$ cat config.mk
export PLATFORM = sky130hd
export DESIGN_NAME = uart_cmd_host
export DESIGN_NICKNAME = d
export VERILOG_FILES = /design/src/rtl/uart_cmd_host_pkg.sv /design/src/rtl/uart_cmd_host_rsp_timer.sv /design/src/rtl/uart_cmd_host.sv
export SDC_FILE = /design/constraint.sdc
export NUM_CORES = 1
export LEC_CHECK = 0
export CORE_ASPECT_RATIO = 0.7
export CORE_UTILIZATION = 35
export DETAILED_ROUTE_END_ITERATION = 8
export GPL_TIMING_DRIVEN = 0
export HOLD_SLACK_MARGIN = 0.06
export PLACE_DENSITY_LB_ADDON = 0.3
export SYNTH_ARGS = -nofsm -noshare
export SYNTH_HDL_FRONTEND = slang
export SYNTH_SLANG_ARGS = --single-unit
$ cat constraint.sdc
create_clock -name CLK -period 2.15 [get_ports CLK]
set_clock_uncertainty 0.1 [all_clocks]
set_input_delay 0.5375 -clock CLK [delete_from_list [all_inputs] [get_ports CLK]]
set_output_delay 0.5375 -clock CLK [all_outputs]
set_load 0.03 [all_outputs]
$ cat src/rtl/uart_cmd_host_pkg.sv
// uart_cmd_host_pkg: shared opcodes, command/state enums and expected reply length
package uart_cmd_host_pkg;
    localparam logic [7:0] OP_REG_WR  = 8'hAA;
    localparam logic [7:0] OP_REG_RD  = 8'hBB;
    localparam logic [7:0] OP_ALU_OPS = 8'hCC;
    localparam logic [7:0] OP_ALU_NOP = 8'hDD;
    typedef enum logic [1:0] {CMD_REG_WR, CMD_REG_RD, CMD_ALU_OPS, CMD_ALU_NOP} cmd_type_e;
    typedef enum logic [1:0] {S_IDLE, S_SEND, S_WAIT, S_DONE} state_e;
    function automatic logic [1:0] rsp_count(cmd_type_e t);
        return t == CMD_REG_WR ? 2'd0 : t == CMD_REG_RD ? 2'd1 : 2'd2;
    endfunction
endpackage

$ cat src/rtl/uart_cmd_host_rsp_timer.sv
// uart_rsp_timer: 16-bit gap counter; hit marks the last idle cycle allowed before a timeout
module uart_rsp_timer #(
    parameter int LIMIT = 65535
) (
    input  logic CLK,
    input  logic RST,
    input  logic clr_i,
    input  logic en_i,
    output logic hit_o
);
    logic [15:0] cnt_q;
    always_ff @(posedge CLK) begin
        if (RST || clr_i) cnt_q <= '0;
        else if (en_i) cnt_q <= cnt_q + 16'd1;
    end
    assign hit_o = en_i && cnt_q == 16'(LIMIT - 1);
endmodule

$ cat src/rtl/uart_cmd_host.sv
// uart_cmd_host: serializes one command frame to UART TX and gathers the reply bytes with a timeout
module uart_cmd_host
    import uart_cmd_host_pkg::*;
#(
    parameter int ADDR_SIZE      = 4,
    parameter int ALU_FUN_WIDTH  = 4,
    parameter int TIMEOUT_CYCLES = 65535
) (
    input  logic                     CLK,
    input  logic                     RST,
    input  logic                     cmd_valid,
    output logic                     cmd_ready,
    input  logic [1:0]               cmd_type,
    input  logic [ADDR_SIZE-1:0]     cmd_addr,
    input  logic [7:0]               cmd_wdata,
    input  logic [7:0]               cmd_op_a,
    input  logic [7:0]               cmd_op_b,
    input  logic [ALU_FUN_WIDTH-1:0] cmd_alu_fun,
    output logic [7:0]               tx_data,
    output logic                     tx_valid,
    input  logic                     tx_ready,
    input  logic [7:0]               rx_data,
    input  logic                     rx_valid,
    output logic                     rsp_valid,
    output logic [15:0]              rsp_data,
    output logic                     rsp_timeout
);
    state_e          state_q;
    logic [3:0][7:0] frame_d, frame_q;
    logic [1:0]      last_d, last_q, idx_q, idx_nxt, exp_q, rcnt_q, rcnt_nxt;
    logic [7:0]      addr8, fun8, tx_data_q;
    logic [15:0]     rsp_data_q;
    logic            tx_valid_q, rsp_timeout_q, hit;
    assign addr8    = 8'(cmd_addr);
    assign fun8     = 8'(cmd_alu_fun);
    assign idx_nxt  = idx_q + 2'd1;
    assign rcnt_nxt = rcnt_q + 2'd1;
    // frame[0] goes out first; last_d is the index of the final byte
    always_comb begin
        frame_d = '0;
        last_d  = 2'd1;
        case (cmd_type_e'(cmd_type))
            CMD_REG_WR:  begin frame_d = {8'h00, cmd_wdata, addr8, OP_REG_WR}; last_d = 2'd2; end
            CMD_REG_RD:  frame_d = {16'h0000, addr8, OP_REG_RD};
            CMD_ALU_OPS: begin frame_d = {fun8, cmd_op_b, cmd_op_a, OP_ALU_OPS}; last_d = 2'd3; end
            CMD_ALU_NOP: frame_d = {16'h0000, fun8, OP_ALU_NOP};
        endcase
    end
    uart_rsp_timer #(.LIMIT(TIMEOUT_CYCLES)) u_timer (
        .CLK  (CLK),
        .RST  (RST),
        .clr_i(state_q != S_WAIT || rx_valid),
        .en_i (state_q == S_WAIT),
        .hit_o(hit)
    );
    always_ff @(posedge CLK) begin
        if (RST) begin
            state_q       <= S_IDLE;
            frame_q       <= '0;
            last_q        <= '0;
            idx_q         <= '0;
            exp_q         <= '0;
            rcnt_q        <= '0;
            tx_valid_q    <= 1'b0;
            tx_data_q     <= '0;
            rsp_data_q    <= '0;
            rsp_timeout_q <= 1'b0;
        end else begin
            case (state_q)
                S_IDLE: if (cmd_valid) begin
                    state_q       <= S_SEND;
                    frame_q       <= frame_d;
                    last_q        <= last_d;
                    exp_q         <= rsp_count(cmd_type_e'(cmd_type));
                    idx_q         <= '0;
                    rcnt_q        <= '0;
                    tx_valid_q    <= 1'b1;
                    tx_data_q     <= frame_d[0];
                    rsp_data_q    <= '0;
                    rsp_timeout_q <= 1'b0;
                end
                S_SEND: if (tx_ready) begin
                    if (idx_q == last_q) begin
                        tx_valid_q <= 1'b0;
                        state_q    <= exp_q != 2'd0 ? S_WAIT : S_DONE;
                    end else begin
                        idx_q     <= idx_nxt;
                        tx_data_q <= frame_q[idx_nxt];
                    end
                end
                // a byte arriving on the limit cycle is taken in preference to the timeout
                S_WAIT: if (rx_valid) begin
                    rsp_data_q <= rcnt_q == 2'd0 ? {rsp_data_q[15:8], rx_data} : {rx_data, rsp_data_q[7:0]};
                    rcnt_q     <= rcnt_nxt;
                    if (rcnt_nxt == exp_q) state_q <= S_DONE;
                end else if (hit) begin
                    rsp_timeout_q <= 1'b1;
                    state_q       <= S_DONE;
                end
                S_DONE: state_q <= S_IDLE;
            endcase
        end
    end
    assign cmd_ready   = state_q == S_IDLE;
    assign rsp_valid   = state_q == S_DONE;
    assign tx_valid    = tx_valid_q;
    assign tx_data     = tx_data_q;
    assign rsp_data    = rsp_data_q;
    assign rsp_timeout = rsp_timeout_q;
endmodule
# Word-level counts from Yosys, hierarchy flattened
# Cells that the tools add are included.
[totals] elab_cells=93 regBits=84
[op_classes] reduce_logical=17 muxes=36 order_cmp=1 addsub=3 eq_ne=21
[op_table] operator="one-hot mux 32 bit (4 select lines)" count=1
[op_table] operator="two-way mux 16 bit" count=3
[op_table] operator="two-way mux 8 bit" count=4
[op_table] operator="one-hot mux 16 bit (2 select lines)" count=1
[op_table] operator="two-way mux 2 bit" count=12
[op_table] operator="!= test 2 bit (second input constant)" count=10
[op_table] operator="AND reduction 4 bit" count=5
[op_table] operator="adder 16 x 1 -> 16 bit (second input constant)" count=1
[op_table] operator="binary-select mux 8 bit (select 2 bit)" count=1
[op_table] operator="== test 16 bit (second input constant)" count=1
[op_table] operator="one-hot mux 8 bit (2 select lines)" count=1
[op_table] operator="one-hot mux 2 bit (2 select lines)" count=3
[op_table] operator="== test 2 bit (second input constant)" count=4
[op_table] operator="one-hot mux 2 bit (4 select lines)" count=1
[op_table] operator="two-way mux 1 bit" count=7
[op_table] operator="zero test 2 bit" count=3
[op_table] operator="!= test 3 bit (second input constant)" count=2
[op_table] operator="nonzero test 2 bit" count=3
[op_table] operator="AND reduction 5 bit" count=1
[op_table] operator="adder 2 x 1 -> 2 bit (second input constant)" count=2
[op_table] operator="== test 2 x 1 -> 1 bit (second input constant)" count=2
[op_table] operator="== test 2 bit" count=2
[op_table] operator="one-hot mux 1 bit (2 select lines)" count=2
[op_table] operator="< comparator 2 x 3 -> 1 bit (second input constant)" count=1
[op_table] operator="other kinds (4)" count=5

# Depth between registers and ports, before layout
[depth] ltp_word=6 depth_mapped=8

# Hierarchy
# From an unflattened synthesis, not the netlist that was laid out.
[hier_totals] cells_unflattened=389 hier_area_um2=3449.6
[modules_own_cells] module="uart_cmd_host" area_per_inst_um2=2705.1 cells_per_inst=304 instances=1
[modules_own_cells] module="uart_rsp_timer" area_per_inst_um2=744.5 cells_per_inst=85 instances=1

# Worst setup path before layout
# Ideal clock, no wire load.
[synth_path] path_type="flip-flop to flip-flop" start="reg state_q[0]" end="reg rsp_data_q[10] (netlist: rsp_data[10])" setup_ns=0.128 period_less_slack_ns=2.041 required_time_ns=1.922 t_arrival_ns=1.813 path_slack_ns=0.109 path_stages_with_launch=9 cell_sequence="dfxtp_1 -> inv_1 -> ha_1 -> nand2b_1 -> o21ai_0 -> or2_2 -> clkbuf_1 -> a22oi_1 -> nor2_1"
[synth_between] elab_chain_len=3
[synth_lines] element="start: declaration" line_no="uart_cmd_host.sv:28" rtl="state_e state_q;"
[synth_lines] element="start signal: assignment" line_no="uart_cmd_host.sv:85" rtl="state_q <= exp_q != 2'd0 ? S_WAIT : S_DONE;"
[synth_lines] element="zero test 2 bit *"
[synth_lines] element="via cmd_ready" line_no="uart_cmd_host.sv:12" rtl="output logic cmd_ready,"
[synth_lines] element="!= test 2 bit (no line) or nonzero test 2 bit (tied branches)"
[synth_lines] element="AND reduction 4 bit (no line)"
[synth_lines] element="end signal: assignment" line_no="uart_cmd_host.sv:93" rtl="rsp_data_q <= rcnt_q == 2'd0 ? {rsp_data_q[15:8], rx_data} : {rx_data, rsp_data_q[7:0]};"
[synth_lines] element="end: declaration" line_no="uart_cmd_host.sv:32" rtl="logic [15:0] rsp_data_q;"
# Mark *: on every way through the listed nets, which the timed path passes. The rest lies on a longest branch.
# A chain may end at the register's enable or synchronous reset.

# Worst setup path after layout
[layout_path] start="in cmd_type[0]" end="reg frame_q[17] (netlist name)"
[layout_between] elab_chain_len=2
[layout_lines] element="start: declaration" line_no="uart_cmd_host.sv:13" rtl="input logic [1:0] cmd_type,"
[layout_lines] element="== test 2 bit, or another cell as far along" line_no="uart_cmd_host.sv:42" rtl="case (cmd_type_e'(cmd_type))"
[layout_lines] element="one-hot mux 32 bit (4 select lines) *" line_no="uart_cmd_host.sv:42"
[layout_lines] element="end signal: assignment" line_no="uart_cmd_host.sv:72" rtl="frame_q <= frame_d;"
[layout_lines] element="end: declaration" line_no="uart_cmd_host.sv:29" rtl="logic [3:0][7:0] frame_d, frame_q;"
# Every way passes the cells marked *; elsewhere a longest branch is shown, timed or not. The select of a mux whose other input is x is not followed.

==> flow_summary.yaml <==
layout:
  layoutNonFillerInstCount: 596
  final_layout_size_suffix_gt1_share_pct: 11.7
  synthToLayoutAreaGrowth_pct: 36.9
  final_cell_mix: "nor2_1 (75), dfxtp_1 (75), clkdlybuf4s50_1 (71)"
  multi_input_area_mm2: 0.00179
  nFillCells: 860
  ff_latch_area_mm2: 0.00152
  design_area_mm2: 0.00465
  n_antenna_cell: 0
  nets: 521
drt:
  ant_nets: 0
  dr.first_iter.drc_count: 212
  drc_errors: 0
  first_pass_iters: 4
  wirelength_um: 9550
  via_per_inst: 5.30
  routedWlPerCell_um: 16.0
  via_count: 3161
timing:
  slew_headroom_pct: 55.1
  finalMaxSlewViolations: 0
  setup_viol: 0
  fin_crit_ps: 2070
  finalHoldViolCount: 0
  tightest_slew_ps: 671
  rsz0062_at_grt: "no"
  finalCritPeriodShare_pct: 96.3
  fmax_mhz: 483
synthesis:
  synth_top_area_share_pct: 44.8
  synth_area_mm2: 0.00339
  ys_seq_area_share_pct: 44.8
  synth_edf_count: 0
  synthCells: 383
  yosysUniqueCellTypes: 43
  syn_nets: 437
  yosys.area.top_type: "dfxtp_1"
  synth_seq_cells: 76
  syn_avg_cell_area_um2: 8.86
  ys_top_cells_by_area: "dfxtp_1 (45%), nor2_1 (8.5%), a22oi_1 (7.7%)"
  synthArstFlopShare_pct: 0
  ys_warn_count: 0
  synth_flop_cell: "dfxtp_1"
flow_run:
  maxCapViolations: 0
grt:
  antenna_found_initial: 0
  grt_overflow: 0
  grt_usage_pct: 19.6
  grt_pass1_vias: 3060
  grt_max_degree: 14
  grt_pass1_wl_um: 15500
die:
  fp.coreArea_mm2: 0.00925
  io_pins: 75
  initial_core_util_pct: 36.7
  rows: 29
  die_w_um: 120
  die_h_um: 84.4
  dieArea_mm2: 0.0101
clock_network:
  cts_tree: "built"
  clk_pin_slew_ps: 60
  clockRootBuffer: "clkbuf_16"
  cts_max_level: 3
  cts_buffers: 9
  insertion_delay_ps: 340
  cts_sinks: 76
  cts_buffer_depth: 2
pwr:
  cellPowerDensity_mw_per_mm2: 1020
  ir_drop_mv: 0.619
  p_leak_uw: 0.00168
critical_path:
  slowest_delay_ps: 720
  path_cells: "clkdlybuf4s50_1 -> nor2_1 -> a22oi_1 -> nor2_1"
  critPathKind: "in -> reg"
  slowest_stage: "clkdlybuf4s50_1"
  cp.required_ps: 2320
  critPathArrivalTime_ps: 2240
  critPathLaunchType: "input port"
  crit_top_cell: "nor2_1"
  endpoint_kind: "flip-flop"
  path_max_fanout: 11
outcome:
  status: "complete, no violations"
placed_design:
  postPlaceCellArea_mm2: 0.00428
  numPortBuffers: 73
  dp_hpwl_um: 6870
  finalWeightedCongestion: 0.819
  dp_cells: 580
hold_path:
  hold_class: "reg -> reg"
## Yosys cell counts (8+ instances only)
library cell / instances
a22oi_1: 35
a21oi_1: 18
nand2_1: 19
clkbuf_1: 18
nor2_1: 77
mux2_2: 8
dfxtp_1: 76
xor2_1: 13
mux2i_1: 10
o21ai_0: 12
nand3_1: 11
inv_1: 11
## state kept, by name, summed over array words and instances, names as in the netlist, 2 cells and up
name / count
exp_q: 2
frame_q: 24
idx_q: 2
last_q: 2
rcnt_q: 2
rsp_data: 16
state_q: 2
tx_data: 8
u_timer.cnt_q: 16
## stage by stage
stage               hold slack (ps)  total power (uW)  setup WS (ps)  setup TNS (ps)  util (%)
CTS                             358              4710           -185           -3080      49.7
global route                    389              4990           11.8               0      50.2
global placement                342              3150           -519          -17860      46.3
floorplan                       330              2650            109               0         -
finish                          358              4760           79.6               0      50.2
detailed placement              348              3180           -545          -20220      46.3
## logic make-up (layout without fill, tap and decap cells)
family	Yosys count	after routing	synth area share [%]
compound gates	88	88	17.3
xor+xnor	17	17	4.39
fa+ha+maj	7	7	2.58
buf+inv	34	123	4.05
flops	76	76	44.8
mux	22	22	8.26
simple gates	139	139	18.6
## layout make-up
class | count | share of cell area, %
inverter | 11 | 0.889
multi-input combinational | 273 | 38.4
buffer | 20 | 1.94
timing repair buffer | 76 | 16.1
sequential | 76 | 32.8
clock inverter | 5 | 1.32
tap | 124 | 3.34
clock buffer | 11 | 5.22
## timing repair
action / 4_1_cts / 5_1_grt
buffers inserted: 0 / 3
resized for setup: 5 / 20
endpoints found under the setup margin: 29 / 46
hold buffers: 0 / 0
pin swaps: 0 / 1
## path summary, 6_finish.rpt
| kind | slack [ps] | depth (start not counted) | startpoint | endpoint |
|---|---|---|---|---|
| setup / recovery | 80 | 4 | cmd_type[0] | frame_q[17]$_SDFFE_PP0P_ |
| hold reg to reg | 360 | 2 | tx_data[4]$_SDFFE_PP0P_ | tx_data[4]$_SDFFE_PP0P_ |
| hold / removal | 360 | 2 | tx_data[4]$_SDFFE_PP0P_ | tx_data[4]$_SDFFE_PP0P_ |
| setup reg to reg | 160 | 9 | state_q[1]$_SDFFE_PP0P_ | tx_data[6]$_SDFFE_PP0P_ |
## power by group
group          internal [uW]  switching [uW]  total [uW]
Clock                    933             605        1540
Sequential              1580             118        1700
Combinational            610             911        1520
Total                   3130            1630        4760
## critical path: cells and delay by family
kind                   cells  cell delay, ps
AO/OA/AOI/OAI              1             170
AND/OR/NAND/NOR            2             810
buffers and inverters      1             720
## per-layer routing
| layer | vias up | share of wire, % | track usage (%) | routed length [um] |
|---|---|---|---|---|
| met5 | - | 0 | 0 | 0 |
| met4 | 0 | 1.5 | 5.68 | 140 |
| met3 | 14 | 7.3 | 6.18 | 699 |
| met2 | 107 | 43 | 28.5 | 4070 |
| met1 | 1505 | 49 | 27.5 | 4640 |
| li1 | 1535 | - | - | - |
Note: power is estimated with default switching activity, not from simulation.
